$ cat src/rtl/vga_sync_monitor.sv
// Receive-side VGA timing monitor: recovers active-pixel coordinates, measures
// line/frame periods, tracks lock and accumulates a per-frame colour checksum.
module vga_sync_monitor #(
  parameter int unsigned H_ACTIVE = 640,
  parameter int unsigned H_TOTAL  = 800,
  parameter int unsigned V_ACTIVE = 480,
  parameter int unsigned V_TOTAL  = 525
) (
  input  logic        clk,
  input  logic        rst,
  input  logic        pix_en,
  input  logic        hsync_n,
  input  logic        vsync_n,
  input  logic        blank_n,
  input  logic [23:0] pix_data,
  output logic        rx_valid,
  output logic [9:0]  rx_x,
  output logic [9:0]  rx_y,
  output logic [23:0] rx_data,
  output logic        locked,
  output logic        line_err,
  output logic        frame_err,
  output logic        frame_done,
  output logic [15:0] frame_sum,
  output logic [9:0]  h_meas,
  output logic [9:0]  v_meas
);

  localparam logic [9:0] HActive = 10'(H_ACTIVE);
  localparam logic [9:0] HTotal  = 10'(H_TOTAL);
  localparam logic [9:0] VActive = 10'(V_ACTIVE);
  localparam logic [9:0] VTotal  = 10'(V_TOTAL);
  localparam logic [9:0] CntMax  = 10'h3ff;

  typedef enum logic [1:0] {
    StSearch = 2'd0,
    StSync   = 2'd1,
    StLocked = 2'd2
  } state_e;

  state_e      r_state;
  state_e      w_state_d;
  logic        r_err_seen;
  logic        w_err_seen_d;

  logic        r_hs_prev;
  logic        r_vs_prev;
  logic        r_h_seen;
  logic        r_v_seen;
  logic [9:0]  r_h_cnt;
  logic [9:0]  r_x_cnt;
  logic [9:0]  r_v_cnt;
  logic [9:0]  r_act_lines;
  logic [15:0] r_acc;

  logic        w_hfall;
  logic        w_vfall;
  logic        w_active;
  logic        w_line_had_px;
  logic        w_line_chk;
  logic        w_line_bad;
  logic        w_line_err;
  logic        w_frame_chk;
  logic        w_frame_err;
  logic [9:0]  w_v_line;
  logic [9:0]  w_al_line;
  logic [9:0]  w_x_cur;
  logic [9:0]  w_y_cur;
  logic [15:0] w_pix_sum;

  assign w_hfall       = pix_en & ~hsync_n & r_hs_prev;
  assign w_vfall       = pix_en & ~vsync_n & r_vs_prev;
  assign w_active      = pix_en & blank_n;
  assign w_line_had_px = (r_x_cnt != 10'd0);
  assign w_line_chk    = w_hfall & r_h_seen;
  assign w_line_bad    = (r_h_cnt != HTotal) | (w_line_had_px & (r_x_cnt != HActive));
  assign w_line_err    = w_line_chk & w_line_bad & (r_state != StSearch);
  assign w_pix_sum     = {8'h00, pix_data[23:16]} + {8'h00, pix_data[15:8]}
                       + {8'h00, pix_data[7:0]};

  // Line closes before frame when hfall and vfall share a sample, so the frame
  // check sees the counts including the line that just finished.
  always_comb begin
    w_v_line  = r_v_cnt;
    w_al_line = r_act_lines;
    if (w_hfall && (r_v_cnt != CntMax)) begin
      w_v_line = r_v_cnt + 10'd1;
    end
    if (w_hfall && w_line_had_px && (r_act_lines != CntMax)) begin
      w_al_line = r_act_lines + 10'd1;
    end
  end

  assign w_frame_chk = w_vfall & r_v_seen;
  assign w_frame_err = w_frame_chk & ((w_v_line != VTotal) | (w_al_line != VActive));
  assign w_x_cur     = w_hfall ? 10'd0 : r_x_cnt;
  assign w_y_cur     = w_vfall ? 10'd0 : w_al_line;

  always_comb begin
    w_state_d    = r_state;
    w_err_seen_d = r_err_seen;
    unique case (r_state)
      StSearch: begin
        if (w_vfall) begin
          w_state_d    = StSync;
          w_err_seen_d = 1'b0;
        end
      end
      StSync: begin
        if (w_vfall) begin
          if (r_err_seen || w_line_err || w_frame_err) begin
            w_err_seen_d = 1'b0;
          end else begin
            w_state_d = StLocked;
          end
        end else if (w_line_err || w_frame_err) begin
          w_err_seen_d = 1'b1;
        end
      end
      StLocked: begin
        if (w_line_err || w_frame_err) begin
          w_state_d = StSearch;
        end
      end
      default: w_state_d = StSearch;
    endcase
  end

  always_ff @(posedge clk or negedge rst) begin
    if (!rst) begin
      r_state    <= StSearch;
      r_err_seen <= 1'b0;
      locked     <= 1'b0;
    end else begin
      r_state    <= w_state_d;
      r_err_seen <= w_err_seen_d;
      locked     <= (w_state_d == StLocked);
    end
  end

  always_ff @(posedge clk or negedge rst) begin
    if (!rst) begin
      r_hs_prev   <= 1'b1;
      r_vs_prev   <= 1'b1;
      r_h_seen    <= 1'b0;
      r_v_seen    <= 1'b0;
      r_h_cnt     <= '0;
      r_x_cnt     <= '0;
      r_v_cnt     <= '0;
      r_act_lines <= '0;
      r_acc       <= '0;
      rx_valid    <= 1'b0;
      rx_x        <= '0;
      rx_y        <= '0;
      rx_data     <= '0;
      line_err    <= 1'b0;
      frame_err   <= 1'b0;
      frame_done  <= 1'b0;
      frame_sum   <= '0;
      h_meas      <= '0;
      v_meas      <= '0;
    end else begin
      rx_valid    <= w_active;
      line_err    <= w_line_err;
      frame_err   <= w_frame_err;
      frame_done  <= w_frame_chk & (r_state != StSearch);
      r_v_cnt     <= w_vfall ? 10'd0 : w_v_line;
      r_act_lines <= w_y_cur;

      if (pix_en) begin
        r_hs_prev <= hsync_n;
        r_vs_prev <= vsync_n;
        if (w_hfall) begin
          r_h_cnt <= 10'd1;
        end else if (r_h_cnt != CntMax) begin
          r_h_cnt <= r_h_cnt + 10'd1;
        end
      end

      if (w_hfall) begin
        r_h_seen <= 1'b1;
      end
      if (w_vfall) begin
        r_v_seen <= 1'b1;
      end
      if (w_line_chk) begin
        h_meas <= r_h_cnt;
      end
      if (w_frame_chk) begin
        v_meas    <= w_v_line;
        frame_sum <= r_acc;
      end

      if (w_active) begin
        rx_x    <= w_x_cur;
        rx_y    <= w_y_cur;
        rx_data <= pix_data;
        r_x_cnt <= w_x_cur + 10'd1;
      end else if (w_hfall) begin
        r_x_cnt <= 10'd0;
      end

      // A pixel sampled on the vfall belongs to the new frame's checksum.
      if (w_vfall) begin
        r_acc <= w_active ? w_pix_sum : 16'd0;
      end else if (w_active) begin
        r_acc <= r_acc + w_pix_sum;
      end
    end
  end

endmodule

$ cat config.mk
export PLATFORM = sky130hd
export DESIGN_NAME = vga_sync_monitor
export DESIGN_NICKNAME = d
export VERILOG_FILES = /design/src/rtl/vga_sync_monitor.sv
export SDC_FILE = /design/constraint.sdc
export NUM_CORES = 1
export LEC_CHECK = 0
export ABC_AREA = 0
export BUFFER_PORTS_ARGS = -buffer_cell sky130_fd_sc_hd__buf_2
export CORE_MARGIN = 4
export CORE_UTILIZATION = 40
export DETAILED_ROUTE_END_ITERATION = 16
export PLACE_DENSITY = 0.61
export REMOVE_ABC_BUFFERS = 1
export SKIP_LAST_GASP = 1
export SLEW_MARGIN = 30
export SYNTH_ARGS = -nofsm -noshare
export SYNTH_HDL_FRONTEND = slang
export SYNTH_SLANG_ARGS = --single-unit
$ cat constraint.sdc
create_clock -name clk -period 3.7 [get_ports clk]
set_input_delay 0.74 -clock clk [delete_from_list [all_inputs] [get_ports clk]]
set_output_delay 0.74 -clock clk [all_outputs]
set_load 0.05 [all_outputs]
# Word-level counts from Yosys, hierarchy flattened

Cells that the tools add are included.

Register bits: 148
Latch bits: 0
Memory bits (writable): 0
Memory bits (read-only): 0
Input port bits: 30
Output and inout bits: 85
Logic and storage cells: 93
Memories: 0

$add $sub $neg: 7
Multipliers: 0
Divide/modulo/power cells: 0
$lt $le $gt $ge: 0
Equal/unequal tests: 13
Shift operators: 0
Mux-type cells: 21
Bitwise operators: 16
Reductions and logical operators: 14

Operators by type and width:

| operator                                                | number |
|---|---|
| 2-to-1 mux 10 bit                                       | 9 |
| inequality test 10 bit (second input constant)          | 6 |
| adder 10 x 1 -> 10 bit (second input constant)          | 4 |
| 2-to-1 mux 16 bit                                       | 2 |
| adder 16 x 10 -> 16 bit                                 | 1 |
| AND 1 bit                                               | 12 |
| adder 9 x 8 -> 10 bit                                   | 1 |
| inequality test 10 x 9 -> 1 bit (second input constant) | 1 |
| nonzero test 10 bit                                     | 1 |
| adder 8 x 8 -> 9 bit                                    | 1 |
| 2-to-1 mux 2 bit                                        | 4 |
| nonzero test 2 bit                                      | 4 |
| inequality test 3 bit (second input constant)           | 2 |
| one-hot mux 2 bit (3 select lines)                      | 1 |
| equality test 2 bit (second input constant)             | 2 |
| 2-to-1 mux 1 bit                                        | 4 |
| AND reduction 4 bit                                     | 1 |
| logical AND 1 bit                                       | 3 |
| logical OR 1 bit                                        | 3 |
| equality test 2 x 1 -> 1 bit (second input constant)    | 1 |
| logical NOT 2 bit                                       | 1 |
| inequality test 2 bit (second input constant)           | 1 |
| inverter 1 bit                                          | 2 |
| OR 1 bit                                                | 2 |
| 2 further kinds                                         | 2 |

# Longest topological paths before layout

Depth after elaboration: 14
Gate-level depth with buffers: 19
Gate-level depth less buffers: 19

# Worst setup path after synthesis

OpenSTA, ideal clock, no wires.

Kind: input -> register
Start point: input pix_data[1]
End point: register r_acc[9]
Setup time: 121 ps
Data arrival time: 3771 ps
Data required time: 3579 ps
Path slack: -192 ps
Cell stages on the path: 19
Path buffers: 0
Cell sequence: inv_1 fa_1 inv_1 ha_1 inv_1 fa_1 nor2b_1 o21ai_0 a21boi_0 o21a_1 nor2_1 xnor2_1 ha_1 a21oi_1 nor2b_1 a21oi_1 nor3b_1 o31ai_1 a22o_1

Cells in the longest elaborated chain, start to end: 4
Elaborated cells on any way between the ends: 5
Those cells by class: add/sub: 2; mux: 3

RTL lines:

| what                      | line | RTL |
|---|---|---|
| from (decl)               | 15   | `input logic [23:0] pix_data,` |
| adder 9 x 8 -> 10 bit (*) | 79   | `+ {8'h00, pix_data[7:0]};` |
| adder 16 x 10 -> 16 bit   | 207  | `r_acc <= r_acc + w_pix_sum;` |
| 2-to-1 mux 16 bit         | 206  | `end else if (w_active) begin` |
| 2-to-1 mux 16 bit (*)     | 204  | `if (w_vfall) begin` |
| to (signal assigned)      | 205  | `r_acc <= w_active ? w_pix_sum : 16'd0;` |
| to (signal assigned)      | 207  |  |
| to (decl)                 | 54   | `logic [15:0] r_acc;` |

Mark *: on every way between the ends. The rest lies on a longest branch, timed or not. The select of a mux whose other input is x is not followed.
A chain may end at the register's enable or synchronous reset.

# Final worst setup path

Start point: input pix_data[1]
End point: register r_acc[8]

The elaborated chain is that of the path after synthesis.

==> results.toml <==
[placed_design]
placed_cell_area_um2 = 8378
numPortBuffers = 114
hpwl_um = 11430
routabilityCongestion = 0.8663
placed_cells = 1097
pre_cts_ws_ns = -0.6446

[worst_setup_path]
cp_cell_sequence = "buf_2 -> inv_1 -> fa_1 -> inv_1 -> ha_2 -> inv_1 -> fa_2 -> nor2b_2 -> o21ai_2 -> a21boi_2 -> o21a_1 -> nor2_2 -> xnor2_2 -> ha_4 -> a21oi_2 -> buf_4 -> a21oi_1 -> xnor2_1 -> o21ai_0 -> a22o_1"
crit_buf_inv = 5
max_stage_delay_ns = 0.47
crit_arrival_ns = 3.89
slowest_stage = "fa_1"
critical_path_required_ns = 4.01
endpoint_kind = "flip-flop"
worst_setup_path_start_kind = "input port"
cp_common_cell = "inv_1"
path_max_fanout = 4
crit_family = "adder cells"
worstSetupPathType = "in -> reg"

[clocking]
clk_pin_slew_ns = 0.06
cts_tree = "built"
cts_buffers = 17
clock_latency_ns = 0.42
cts.sinks = 148
cts_buffer_depth = 2
cts_hold_buf = 0
root_buffer = "clkbuf_16"
htree_levels = 4

[final_layout]
final_cell_mix = "154 x nand2_1, 146 x dfrtp_1, 113 x buf_2"
largestRegisters = "rx_data x24, frame_sum x16, r_acc x16"
ff_latch_area_um2 = 3706
drive_above_1_share_pct = 27.32
layoutNonFillerInstCount = 1133
nets = 953
regMostFlops = "rx_data"
nFillCells = 1675
stdcell_area_um2 = 9171
largest_reg_flops = 24
multi_input_area_um2 = 3500
area_delta_synth_final_pct = 25.38
layout_commonest_cell = "nand2_1"
n_antenna_cell = 0

[route]
vias = 5680
drtPass1Iterations = 4
wl_per_cell_um = 14.41
ant_nets = 0
first_iter_violations = 297
drc = 0
vias_per_cell = 5.013
wirelength_um = 16320

[synthesis]
ys_ff_latch = 148
yosys_warnings = 0
ys_seq_area_share_pct = 50.67
synth_edf_count = 0
synthArstFlopShare_pct = 100.0
ys_dominant_reg_cell = "dfrtp_1"
synth_cell_types = 55
synth_area_um2 = 7315
synth.avg_cell_area_um2 = 9.805
syn_inst = 746

[power_and_ir_drop]
leakage_nw = 4.611
p_seq_share_pct = 33.7
p_switching_mw = 2.323
comb_power_share_pct = 36.4
switching_share_pct = 36.09
p_per_area_nw_per_um2 = 701.6
p_int_mw = 4.112
ir_drop_mv = 0.4393
power_frac_clock_pct = 30.0

[timing]
setup_viol = 0
fin_crit_ns = 3.583
finalCritPeriodShare_pct = 96.85
holdWs_ns = 0.3382
slew_headroom_pct = 46.46
fmax_mhz = 279.1
timing.setup.tns_ns = 0
maxSlewViolCount = 0
clock_skew_ns = 0.008393
layout_setup_ws_ns = 0.1167
tightest_slew_ns = 0.8031
hold_viol_final = 0

[global_routing]
overflow = 0
grt_max_degree = 75
grt_usage_pct = 16.68
antenna_found_initial = 0
grt_pass1_wl_um = 27280
first_global_vias = 5624

[floorplan]
rows = 49
start_util_pct = 40.72
die_w_um = 143.2
die_y_um = 143.2
dieArea_um2 = 20510
core-area_um2 = 17960
ios = 115

[job]
timing.max_cap.violations = 0

[hold_path]
hp-class = "in -> async"

[outcome]
status = "complete, no violations"
[worst paths after layout]
check	slack [ns]	cells after the start	endpoint	start
min reg2reg	0.47	1	r_v_seen$_DFFE_PN0P_	r_v_seen$_DFFE_PN0P_
max	0.12	20	r_acc[8]$_DFFE_PN0P_	pix_data[1]
max in group asynchronous	2.60	2	r_acc[5]$_DFFE_PN0P_	rst
max reg2reg	0.94	7	r_state[0]$_DFF_PN0_	r_x_cnt[5]$_DFF_PN0_
min	0.34	1	v_meas[3]$_DFFE_PN0P_	rst
min in group clk	0.47	1	r_v_seen$_DFFE_PN0P_	r_v_seen$_DFFE_PN0P_
[power groups by stage]
stage | clock, mW | combinational (mW) | sequential (mW)
6_report | 1.93 | 2.34 | 2.17
2_1_floorplan | 0 | 0.982 | 2.70
3_3_place_gp | 0 | 2.20 | 2.18
5_1_grt | 2.04 | 2.57 | 2.22
4_1_cts | 1.98 | 2.28 | 2.17
3_5_place_dp | 0 | 2.23 | 2.19
[kinds of logic after synthesis]
logic type	after synthesis	share of synthesized area [%]
flops	148	50.67
xor+xnor	48	5.747
fa+ha+maj	32	6.500
mux	33	4.995
simple gates	319	19.69
compound gates	109	9.460
buf+inv	57	2.942
[synth_stat cells (3+ instances only)]
cell,number,area [um2]
and3_1,7,43.79
inv_1,24,90.09
buf_1,5,18.77
o21ai_0,38,190.2
nor2_1,65,244.0
xnor2_1,24,210.2
a31oi_1,3,18.77
nand2b_1,7,43.79
ha_1,22,275.3
nand4_1,7,43.79
mux2i_1,8,80.08
dfrtp_1,146,3654
nand3_1,31,155.2
nor2b_1,5,31.28
or3_1,3,18.77
clkbuf_1,27,101.4
or2_2,3,18.77
o211ai_1,7,52.55
a22o_1,3,26.28
nor3_1,16,80.08
mux2_2,24,270.3
a21o_1,4,30.03
nand2_1,155,581.8
xor2_1,24,210.2
o31ai_1,8,60.06
fa_1,10,200.2
a21oi_1,29,145.1
nor4_1,4,25.02
and4_1,5,43.79
[stage by stage]
stage / util, % / total power [mW]
global placement: 46.64 / 4.388
detailed placement: 46.64 / 4.419
global route: 51.06 / 6.824
floorplan: - / 3.679
finish: 51.06 / 6.435
CTS: 50.50 / 6.424
[cell type report]
| type | count | share of cell area, % |
|---|---|---|
| sequential | 148 | 40.41 |
| timing repair buffer | 159 | 10.11 |
| multi-input combinational | 541 | 38.16 |
| inverter | 24 | 0.9823 |
| clock buffer | 24 | 5.362 |
| tap | 229 | 3.124 |
| clock inverter | 8 | 1.855 |
[per-layer routing]
metal / part of all wire [%] / up-vias / global-route usage [%]
met3: 5.3 / 22 / 3.885
met2: 47 / 118 / 27.40
met4: 1.7 / 0 / 5.699
li1: - / 2822 / -
met5: 0 / - / 0
met1: 46 / 2718 / 21.82
[repair_timing]
| item | CTS | global route |
|---|---|---|
| gates cloned | 0 | 0 |
| pin swaps | 11 | 15 |
| gates resized for setup | 11 | 18 |
| buffers inserted | 1 | 3 |
| setup endpoints to repair | 8 | 9 |
(Power assumes the default switching activity.)
